`config.mk`:
```
export PLATFORM = sky130hd
export DESIGN_NAME = image_sequence_fsm
export DESIGN_NICKNAME = d
export VERILOG_FILES = /design/src/rtl/image_sequence_fsm.sv
export SDC_FILE = /design/constraint.sdc
export NUM_CORES = 1
export LEC_CHECK = 0
export BUFFER_PORTS_ARGS = -buffer_cell sky130_fd_sc_hd__buf_2
export CORE_UTILIZATION = 36
export DETAILED_ROUTE_END_ITERATION = 10
export PLACE_DENSITY = 0.66
export REMOVE_ABC_BUFFERS = 1
export SYNTH_ARGS = -nofsm -noshare
export SYNTH_HDL_FRONTEND = slang
export SYNTH_SLANG_ARGS = --single-unit
export TNS_END_PERCENT = 1
```
`constraint.sdc`:
```
create_clock -name clk -period 2.35 [get_ports clk]
set_input_delay 0.47 -clock clk [delete_from_list [all_inputs] [get_ports clk]]
set_output_delay 0.47 -clock clk [all_outputs]
set_load 0.02 [all_outputs]
```
`src/rtl/image_sequence_fsm.sv`:
```
`timescale 1ns/1ps
// ---------------------------------------------------------------------------
// image_sequence_fsm
//
// Purpose:
//   Multi-A-line transmit sequencer. It walks A-lines 0..num_alines-1 and
//   fires each one (num_repeats+1) times for averaging. For every A-line it
//   first fetches the delay set from config storage, then pulses the A-line
//   transmitter once per firing. It waits for acquisition memory to drain
//   before moving to the next A-line. Abort returns to IDLE from any state.
//
// Optional feature (macro PRF_TIMER_EN):
//   When defined, a PRF interval timer is inserted between repeated firings
//   of the same A-line. The parameter PRF_W and the port prf_interval exist
//   only in that build. When undefined, repeats go straight back to ARM and
//   the PRF_WAIT state is unreachable.
//
// Parameters:
//   ALINE_W  width of A-line count / index
//   REP_W    width of repeat count
//   PRF_W    width of PRF interval counter (PRF_TIMER_EN only)
//
// Ports:
//   clk                  system clock, all logic on posedge
//   rst_n                synchronous active-low reset
//   start                level, sampled in IDLE
//   abort                level, returns to IDLE from any state
//   num_alines           A-lines per image, latched at start
//   num_repeats          extra firings per A-line, latched at start
//   cfg_busy             config storage is taking UART data
//   cfg_rd_req           delay fetch request (held through FETCH)
//   cfg_rd_addr          A-line index to fetch
//   cfg_rd_ack           delays loaded into transmitter
//   tx_start             one-cycle pulse to the A-line transmitter
//   tx_done              one-cycle pulse, firing complete
//   mem_clear            acquisition memory drained
//   prf_interval         min spacing tx_done -> next tx_start (PRF_TIMER_EN)
//   busy                 any non-IDLE state, or cfg_busy while IDLE
//   transmit_in_progress any non-IDLE state
//   done                 one-cycle pulse on normal completion
//   current_state        IDLE=0 FETCH=1 ARM=2 WAIT_TX=3 WAIT_MEM=4 PRF_WAIT=5
//   current_aline        A-line index in progress
//   current_repeat       firing index within the current A-line
// ---------------------------------------------------------------------------
module image_sequence_fsm #(
    parameter int ALINE_W = 4,
    parameter int REP_W   = 4
`ifdef PRF_TIMER_EN
    ,
    parameter int PRF_W   = 16
`endif
) (
    input  logic               clk,
    input  logic               rst_n,
    input  logic               start,
    input  logic               abort,
    input  logic [ALINE_W-1:0] num_alines,
    input  logic [REP_W-1:0]   num_repeats,
    input  logic               cfg_busy,
    output logic               cfg_rd_req,
    output logic [ALINE_W-1:0] cfg_rd_addr,
    input  logic               cfg_rd_ack,
    output logic               tx_start,
    input  logic               tx_done,
    input  logic               mem_clear,
`ifdef PRF_TIMER_EN
    input  logic [PRF_W-1:0]   prf_interval,
`endif
    output logic               busy,
    output logic               transmit_in_progress,
    output logic               done,
    output logic [2:0]         current_state,
    output logic [ALINE_W-1:0] current_aline,
    output logic [REP_W-1:0]   current_repeat
);

    typedef enum logic [2:0] {
        IDLE     = 3'd0,
        FETCH    = 3'd1,
        ARM      = 3'd2,
        WAIT_TX  = 3'd3,
        WAIT_MEM = 3'd4,
        PRF_WAIT = 3'd5
    } state_t;

    state_t             r_state;
    state_t             w_state_next;

    logic [ALINE_W-1:0] r_aline;
    logic [ALINE_W-1:0] w_aline_next;
    logic [REP_W-1:0]   r_rep;
    logic [REP_W-1:0]   w_rep_next;
    logic [ALINE_W-1:0] r_num_alines;
    logic [ALINE_W-1:0] w_num_alines_next;
    logic [REP_W-1:0]   r_num_repeats;
    logic [REP_W-1:0]   w_num_repeats_next;
    logic               w_done_next;

    logic               r_cfg_rd_req;
    logic               r_tx_start;
    logic               r_busy;
    logic               r_tip;
    logic               r_done;

`ifdef PRF_TIMER_EN
    logic [PRF_W-1:0]   r_prf_cnt;
    logic [PRF_W-1:0]   w_prf_cnt_next;
`endif

    // One extra bit so that aline+1 at the maximum count does not wrap to 0
    // and falsely look like "more A-lines remain".
    logic [ALINE_W:0]   w_aline_inc;
    logic               w_more_alines;
    logic               w_more_reps;

    assign w_aline_inc   = {1'b0, r_aline} + {{ALINE_W{1'b0}}, 1'b1};
    assign w_more_alines = (w_aline_inc < {1'b0, r_num_alines});
    assign w_more_reps   = (r_rep < r_num_repeats);

    // State and datapath registers
    always_ff @(posedge clk) begin
        if (!rst_n) begin
            r_state       <= IDLE;
            r_aline       <= '0;
            r_rep         <= '0;
            r_num_alines  <= '0;
            r_num_repeats <= '0;
        end else begin
            r_state       <= w_state_next;
            r_aline       <= w_aline_next;
            r_rep         <= w_rep_next;
            r_num_alines  <= w_num_alines_next;
            r_num_repeats <= w_num_repeats_next;
        end
    end

`ifdef PRF_TIMER_EN
    always_ff @(posedge clk) begin
        if (!rst_n) begin
            r_prf_cnt <= '0;
        end else begin
            r_prf_cnt <= w_prf_cnt_next;
        end
    end
`endif

    // Next-state and datapath logic
    always_comb begin
        w_state_next       = r_state;
        w_aline_next       = r_aline;
        w_rep_next         = r_rep;
        w_num_alines_next  = r_num_alines;
        w_num_repeats_next = r_num_repeats;
        w_done_next        = 1'b0;
`ifdef PRF_TIMER_EN
        w_prf_cnt_next     = r_prf_cnt;
`endif

        if (abort) begin
            w_state_next = IDLE;
        end else begin
            case (r_state)
                IDLE: begin
                    if (start && !cfg_busy && (num_alines != '0)) begin
                        w_num_alines_next  = num_alines;
                        w_num_repeats_next = num_repeats;
                        w_aline_next       = '0;
                        w_rep_next         = '0;
                        w_state_next       = FETCH;
                    end
                end
                FETCH: begin
                    if (cfg_rd_ack) begin
                        w_state_next = ARM;
                    end
                end
                ARM: begin
                    w_state_next = WAIT_TX;
                end
                WAIT_TX: begin
                    if (tx_done) begin
                        if (w_more_reps) begin
                            // Same A-line again: delays are still loaded.
                            w_rep_next = r_rep + REP_W'(1);
`ifdef PRF_TIMER_EN
                            w_prf_cnt_next = prf_interval;
                            w_state_next   = PRF_WAIT;
`else
                            w_state_next   = ARM;
`endif
                        end else begin
                            w_state_next = WAIT_MEM;
                        end
                    end
                end
                WAIT_MEM: begin
                    if (mem_clear) begin
                        if (w_more_alines) begin
                            w_aline_next = w_aline_inc[ALINE_W-1:0];
                            w_rep_next   = '0;
                            w_state_next = FETCH;
                        end else begin
                            w_done_next  = 1'b1;
                            w_state_next = IDLE;
                        end
                    end
                end
                PRF_WAIT: begin
`ifdef PRF_TIMER_EN
                    // Interval 0 still spends one cycle here.
                    if (r_prf_cnt == '0) begin
                        w_state_next = ARM;
                    end else begin
                        w_prf_cnt_next = r_prf_cnt - PRF_W'(1);
                    end
`else
                    w_state_next = IDLE;
`endif
                end
                default: begin
                    w_state_next = IDLE;
                end
            endcase
        end
    end

    // Outputs are registered from the next state so they line up with the
    // state register: e.g. tx_start is high exactly while the FSM is in ARM.
    always_ff @(posedge clk) begin
        if (!rst_n) begin
            r_cfg_rd_req <= 1'b0;
            r_tx_start   <= 1'b0;
            r_busy       <= 1'b0;
            r_tip        <= 1'b0;
            r_done       <= 1'b0;
        end else begin
            r_cfg_rd_req <= (w_state_next == FETCH);
            r_tx_start   <= (w_state_next == ARM);
            r_busy       <= (w_state_next != IDLE) || cfg_busy;
            r_tip        <= (w_state_next != IDLE);
            r_done       <= w_done_next;
        end
    end

    assign cfg_rd_req           = r_cfg_rd_req;
    assign cfg_rd_addr          = r_aline;
    assign tx_start             = r_tx_start;
    assign busy                 = r_busy;
    assign transmit_in_progress = r_tip;
    assign done                 = r_done;
    assign current_state        = r_state;
    assign current_aline        = r_aline;
    assign current_repeat       = r_rep;

endmodule

```
* Word level (Yosys, flattened, before mapping) *
Cells that the tools add are included.

word-level totals
  logic and storage cells = 60
  RAM bits = 0
  input bits = 16
  bits in latches = 0
  ROM bits = 0
  flip-flop bits (word level) = 24
  output and inout bits = 20
  memories = 0

cells by class
  order comparisons = 2
  bitwise operators = 4
  $mul = 0
  add/sub/neg operators = 2
  eq/ne operators = 11
  shifts and indexed selects = 0
  reductions and logical operators = 13
  div/mod/pow operators = 0
  multiplexer cells = 18

operator list
  operator                                                               number
  4-bit 2-to-1 mux                                                       7
  3-bit 2-to-1 mux                                                       6
  3-bit case mux with 5 select lines                                     1
  4-bit case mux with 3 select lines                                     1
  2-bit inequality test, second input constant                           5
  3-bit by 2-bit equality test with 1-bit output, second input constant  3
  4-bit case mux with 2 select lines                                     1
  7-bit AND reduction                                                    1
  3-bit by 1-bit equality test with 1-bit output, second input constant  2
  3-bit nonzero test                                                     2
  4-bit by 1-bit adder with 5-bit output, second input constant          1
  5-bit by 4-bit < comparator with 1-bit output                          1
  5-bit AND reduction                                                    1
  4-bit by 1-bit adder with 4-bit output, second input constant          1
  4-bit < comparator                                                     1
  1-bit NOT                                                              4
  4-bit nonzero test                                                     1
  4-bit OR reduction                                                     1
  3-bit equality test, second input constant                             1
  3-bit logical NOT                                                      1
  3-bit AND reduction                                                    1
  1-bit logical AND                                                      2
  1-bit 2-to-1 mux                                                       2
  2-bit nonzero test                                                     1
  other kinds (2)                                                        2

* Depth between registers and ports, before layout *
Gate-level depths: netlist of run 1.

  depth in word-level cells = 8
  gate-level depth with buffers = 9
  gate-level depth less buffers = 8

* Least setup slack after synthesis of run 1 *
No wires, ideal clock.

  path kind = register to register
  start = register r_aline[0] (netlist: cfg_rd_addr[0])
  end = register r_rep[3] (netlist: current_repeat[3])
  cell stages (with the launch flop) = 10
  arrival time = 2.341 ns
  period minus slack after synthesis = 2.412 ns
  buffers on the path = 1
  setup slack = -0.062 ns
  path through = dfxtp_1 -> ha_1 -> xor2_1 -> ha_1 -> a21oi_1 -> o21ai_0 -> a31o_2 -> buf_2 -> nor4_1 -> mux2i_1

on the way
  longest elaborated chain between the ends = 4

ends and longest elaborated chain
  what                                           line  RTL
  start, declared                                89    logic [ALINE_W-1:0] r_aline;
  start signal, assigned                         130   r_aline <= w_aline_next;
  4-bit by 1-bit adder with 5-bit output         116   assign w_aline_inc = {1'b0, r_aline} + {{ALINE_W{1'b0}}, 1'b1};
  5-bit by 4-bit < comparator with 1-bit output  117   assign w_more_alines = (w_aline_inc < {1'b0, r_num_alines});
  2-bit inequality test (no source line)         n/a
  7-bit AND reduction (no source line)           n/a
  end signal, assigned                           131   r_rep <= w_rep_next;
  end, declared                                  91    logic [REP_W-1:0] r_rep;

Every way passes these cells.
A chain may end at the register's enable or synchronous reset.

* Worst setup path after layout of run 1 *
  start = register r_aline[0] (netlist: cfg_rd_addr[0])
  end = register r_aline[2] (netlist: cfg_rd_addr[2])

on the way
  longest elaborated chain between the ends = 4
  elaborated cells on any way between the ends = 7

ends and longest elaborated chain
  what                                                                                        line
  4-bit by 1-bit adder with 5-bit output *                                                    116
  5-bit by 4-bit < comparator with 1-bit output or 4-bit 2-to-1 mux (tied branches)           117, 198
  2-bit inequality test (no source line) or 4-bit 2-to-1 mux (tied branches)                  n/a
  5-bit AND reduction (no source line) or 4-bit case mux with 2 select lines (tied branches)  n/a

Mark *: on every way between the ends. The rest lies on a longest branch, timed or not. The select of a mux whose other input is x is not followed.

==> results of run 1 <==
[where the power goes]
part           switching [W]  total (W)  internal [W]
Combinational      0.0000568  0.0000973     0.0000404
Sequential        0.00000652   0.000421      0.000415
Clock               0.000128   0.000243      0.000115
Total               0.000192   0.000762      0.000570
[metal layers]
metal | GRT usage | vias up | wire length (µm)
met5 | 0 | - | 0
met4 | 0.0710 | 0 | 55
met3 | 0.0254 | 4 | 100
met2 | 0.291 | 31 | 1540
met1 | 0.221 | 613 | 1580
li1 | - | 659 | -
[worst max-delay path: stages (launching register included)]
cell     delay [ns]
dfxtp_2        0.36
ha_4           0.17
xor2_2         0.15
ha_1           0.32
a21oi_2        0.16
o21ai_2        0.09
a31o_4         0.27
buf_4          0.16
buf_4          0.13
o31ai_2        0.22
a21oi_1        0.09
[cells in the final DEF, fill, tap and decap left out, drive strengths merged]
master	netlist	layout
nor2b	1	1
o2111ai	1	1
a311o	2	2
o31a	1	1
clkbuf	1	3
or4	4	4
o31ai	4	4
xnor2	1	1
and3	1	1
o2bb2ai	1	1
nand2	8	8
a2bb2oi	1	1
a21oi	14	14
mux2i	10	10
nor2	14	14
or2	2	2
inv	8	8
a31o	2	2
o21ai	8	8
buf	10	47
o211ai	3	3
a21o	2	2
a2111oi	1	1
dfxtp	24	24
nor4	1	1
nand3	5	5
and2	4	4
nor3	2	2
or3	3	3
nand2b	2	2
xor2	1	1
a211o	1	1
nand4	2	2
nor3b	4	4
a31oi	2	2
ha	8	8
[cell families after synthesis]
family                   share of synthesized area
AO/OA/AOI/OAI                                0.210
XOR/XNOR                                    0.0129
adder cells (fa/ha/maj)                     0.0735
buffers and inverters                       0.0735
flip-flops                                   0.353
multiplexers                                0.0735
AND/OR/NAND/NOR                              0.204
[cell type report]
cell class                 instances  area [µm²]  area share
tap                               46        57.6      0.0336
multi-input combinational        116         832       0.486
inverter                           8        30.0      0.0175
clock buffer                       3        41.3      0.0241
sequential                        24         487       0.284
timing repair buffer              47         265       0.155
[sequential cells by signal, summed over array words and instances (netlist names)]
name and cells:
done 1, tx_start 1, current_state 3, r_num_alines 4, cfg_rd_req 1, cfg_rd_addr 4, busy 1, r_num_repeats 4
current_repeat 4, transmit_in_progress 1
[path summary, 6_finish.rpt]
kind / from / to / slack [ns] / depth (start not counted)
setup reg to reg: cfg_rd_addr[0] / cfg_rd_addr[2] / 0.08 / 10
hold / removal: cfg_busy / busy / 0.42 / 3
setup / recovery: cfg_rd_addr[0] / cfg_rd_addr[2] / 0.08 / 10
hold reg to reg: r_num_repeats[0] / r_num_repeats[0] / 0.49 / 2
[stage by stage]
step	utilization	cell area [µm²]	std cells	power (W)	hold slack, ns
final	0.494	1710	244	0.000762	0.424
after global placement	0.450	1560	234	0.000524	0.470
after detailed placement	0.450	1560	234	0.000524	0.484
after CTS	0.471	1630	241	0.000765	0.426
after global routing	0.494	1710	244	0.000796	0.454
after floorplan	-	1290	148	0.000488	0.455
[what timing repair did]
item / CTS / global route
resized for setup: 1 / 17
pin swaps: 1 / 3
endpoints found under the setup margin: 4 / 10
cloned: 0 / 0
setup buffers: 4 / 3
==> impl_results.md, run 1 <==
- Status: completed
- Synth area leader: dfxtp_1
- Worst setup SP type: register
- Distinct cells, synth: 39
- Cell Rows: 21
- Clock skew: 0.0106 ns
- DRC violations left: 0
- Initial Utilization: 0.392
- Die height: 63.5 µm
- Initial antenna violation count: 0
- Class of the worst hold path: primary input to register
- PD cells: 445 nW/µm²
- Fillcell total: 356
- Detailed Route Iter0 Violations: 52
- Post-DP HPWL: 2280 µm
- Later-pin clock latency in the skew report: 0.27 ns
- Synth Register Bits: 24
- Area share of the largest cell type after synthesis: 0.353
- Pin count of the biggest net entering global routing: 15
- Drt pass-1 iters: 4
- Antenna diodes: 0
- Tmin final: 2.27 ns
- CP Capture Type: register
- Post-Synthesis Cells: 159
- Clock root cell: clkbuf_8
- Critical path type: register to register
- H-Tree Depth: 1
- Vias per cell: 5.36
- Placer Congestion: 0.869
- Arrival time worst endpoint: 2.40 ns
- Slew headroom: 0.663
- Clock transition at path regs: 0.09 ns
- Ys flop type: dfxtp_1
- Setup Viol. Count Final: 0
- Die X: 63.5 µm
- Wire per inst: 13.4 µm
- First-pass GRT wire length: 5530 µm
- VDD IR max: 0.000188 V
- All-Layer GR Usage: 0.174
- # nets final: 224
- Vias post-DR: 1307
- # hold bufs at CTS: 0
- Synth top cells by count: dfxtp_1, a21oi_1, nor2_1, mux2i_1
- CP required: 2.48 ns
- Area growth from synthesis to layout: 25.8%
- Synth Cell Area: 1360 µm²
- Dpl ws: -0.0172 ns
- CTS tree: done
- Final Hold Viols: 0
- Grt ovf: 0
- Antenna Nets Post-Route: 0
- Core Footprint: 3470 µm²
- Final worst slack: 0.0813 ns
- Number of global-route vias before repair: 1255
- Setup TNS: 0 ns
- Final Max Slew Viols: 0
- Async S/R FF share, synth: 0
- CTS Buffer Depth: 2
- Peak fanout along the critical path: 6
- Max Fclk: 0.441 GHz
- Max Cap Viol: 0
- Count leader, synth: dfxtp_1
- Post-synth EDFFs: 0
- Worst Max-Slew Pin Slew: 0.505 ns
- Clk sinks: 24
- Syn_area_per_cell: 8.56 µm²
- Die area: 4030 µm²
- Top cells by area, synth: dfxtp_1, ha_1, mux2i_1
- Leak: 0.785 nW
- Routed WL: 3280 µm
- # IOs: 36
- Number of port buffers: 35
- TritonCTS buffer count: 3
- Layout cells sized above 1: 0.338
- YS warnings: 0
- Register area share after synthesis: 0.353
- Period utilization: 0.965
(Power assumes the default switching activity.)
==> run 2, diff against run 1 <==
- ABC_AREA: not set -> 1
- CTS_BUF_LIST: not set -> sky130_fd_sc_hd__clkbuf_4 sky130_fd_sc_hd__clkbuf_8
==> impl_results.md, run 2 <==
- All-Layer GR Usage: 0.152
- Detailed Route Iter0 Violations: 44
- Synth Register Bits: 24
- Number of port buffers: 35
- Clock skew: 0.00321 ns
- Vias post-DR: 1217
- Final Hold Viols: 0
- Leak: 0.840 nW
- Worst setup SP type: register
- Cell Rows: 21
- Wire per inst: 9.86 µm
- Post-Synthesis Cells: 192
- Grt ovf: 0
- Critical path type: register to register
- H-Tree Depth: 1
- Layout cells sized above 1: 0.227
- Clk sinks: 24
- Clock root cell: clkbuf_8
- Antenna Nets Post-Route: 0
- Max Cap Viol: 0
- Commonest cells after routing, fill and taps aside: nand2_1, buf_2, inv_1
- Die area: 4010 µm²
- # IOs: 36
- Worst Max-Slew Pin Slew: 0.469 ns
- Synth top cells by count: nand2_1, inv_1, dfxtp_1, nand3_1, nor2_1
- Area growth from synthesis to layout: 19.0%
- Die X: 63.3 µm
- Async S/R FF share, synth: 0
- Ys flop type: dfxtp_1
- Top cells by area, synth: dfxtp_1, nand2_1, inv_1
- Final Max Slew Viols: 0
- Status: completed
- Commonest non-fill, non-tap cell in the layout: nand2_1
- Register area share after synthesis: 0.355
- RSZ-0062 raised after global routing: no
- Number of global-route vias before repair: 1146
- CTS Buffer Depth: 2
- Core Footprint: 3470 µm²
- Vias per cell: 4.49
- Syn_area_per_cell: 7.05 µm²
- Final total power: 0.000966 W
- Synth area leader: dfxtp_1
- Area share of the largest cell type after synthesis: 0.355
- Setup Viol. Count Final: 0
- First-pass GRT wire length: 4810 µm
- Final Core Density: 0.465
- Pin count of the biggest net entering global routing: 16
- Clock transition at path regs: 0.09 ns
- YS warnings: 0
- Drt pass-1 iters: 4
- Initial Utilization: 0.390
- Post-DP HPWL: 2120 µm
- Die height: 63.3 µm
- Period utilization: 0.890
- Tmin final: 2.09 ns
- # nets final: 250
- Antenna diodes: 0
- Post_cts resized: 0
- CTS tree: done
- Peak fanout along the critical path: 9
- Initial antenna violation count: 0
- Setup TNS: 0 ns
- PD cells: 599 nW/µm²
- Post-synth EDFFs: 0
- TritonCTS buffer count: 3
- Synth Cell Area: 1350 µm²
- CP required: 2.52 ns
- Slew headroom: 0.687
- DRC violations left: 0
- # Post-CTS Setup Buffers: 0
- Routed WL: 2670 µm
- Class of the worst hold path: primary input to register
- Count leader, synth: nand2_1
- Max Fclk: 0.478 GHz
- Distinct cells, synth: 25
- # hold bufs at CTS: 0
- Placer Congestion: 0.858
- VDD IR max: 0.000334 V
- Later-pin clock latency in the skew report: 0.27 ns
- Arrival time worst endpoint: 2.26 ns
- CP Capture Type: register
## run 2: cell type report
| cell class | instances | area (µm²) |
|---|---|---|
| flip-flops and latches | 24 | 480 |
| repair buffers | 35 | 175 |
| well taps | 46 | 57.6 |
| clock buffers | 3 | 41.3 |
| inverters | 33 | 124 |
| fillers | 374 | 1860 |
| multi-input cells | 129 | 703 |
| clock inverters | 1 | 30.0 |
## run 2: routing by layer
layer	GRT usage	wire length [µm]
met5	0	0
met4	0.0426	12
met3	0.0380	135
met2	0.235	1170
met1	0.206	1350
## run 2: worst paths after layout
| kind | from | endpoint | slack [ns] | cells after the start |
|---|---|---|---|---|
| max reg2reg | cfg_rd_addr[0] | cfg_rd_addr[0] | 0.26 | 11 |
| min reg2reg | r_num_repeats[2] | r_num_repeats[2] | 0.46 | 2 |
| min | abort | done | 0.42 | 2 |
| max | cfg_rd_addr[0] | cfg_rd_addr[0] | 0.26 | 11 |
## run 2: cells by family after synthesis
group / after synthesis / share of synthesized area
flip-flops: 24 / 0.355
adder cells (fa/ha/maj): 8 / 0.0739
buffers and inverters: 39 / 0.126
AND/OR/NAND/NOR: 92 / 0.316
XOR/XNOR: 4 / 0.0259
AO/OA/AOI/OAI: 25 / 0.104
## run 2: stage by stage
| step | instance area [µm²] | instances | hold slack (ns) | setup slack, ns |
|---|---|---|---|---|
| 2_1_floorplan | 1310 | 186 | 0.433 | 0.142 |
| 3_3_place_gp | 1540 | 267 | 0.448 | 0.322 |
| 3_5_place_dp | 1540 | 267 | 0.451 | 0.274 |
| 4_1_cts | 1610 | 271 | 0.407 | 0.255 |
| 5_1_grt | 1610 | 271 | 0.425 | 0.0422 |
| 6_report | 1610 | 271 | 0.421 | 0.258 |
## run 2: worst max-delay path, cell delays in order, from the launching register on
cell     delay [ns]
dfxtp_1        0.40
ha_1           0.20
xor2_1         0.20
ha_1           0.27
nand2_1        0.06
nand2_1        0.04
nand3_1        0.05
nand3_1        0.15
a21oi_4        0.32
nand2_4        0.11
a21oi_1        0.14
nor2_1         0.05
## run 2: power by group
group / internal (W) / switching, W / leakage, nW
clock: 0.000228 / 0.000134 / 0.0357
combinational: 0.0000605 / 0.000107 / 0.608
sequential: 0.000424 / 0.0000121 / 0.196
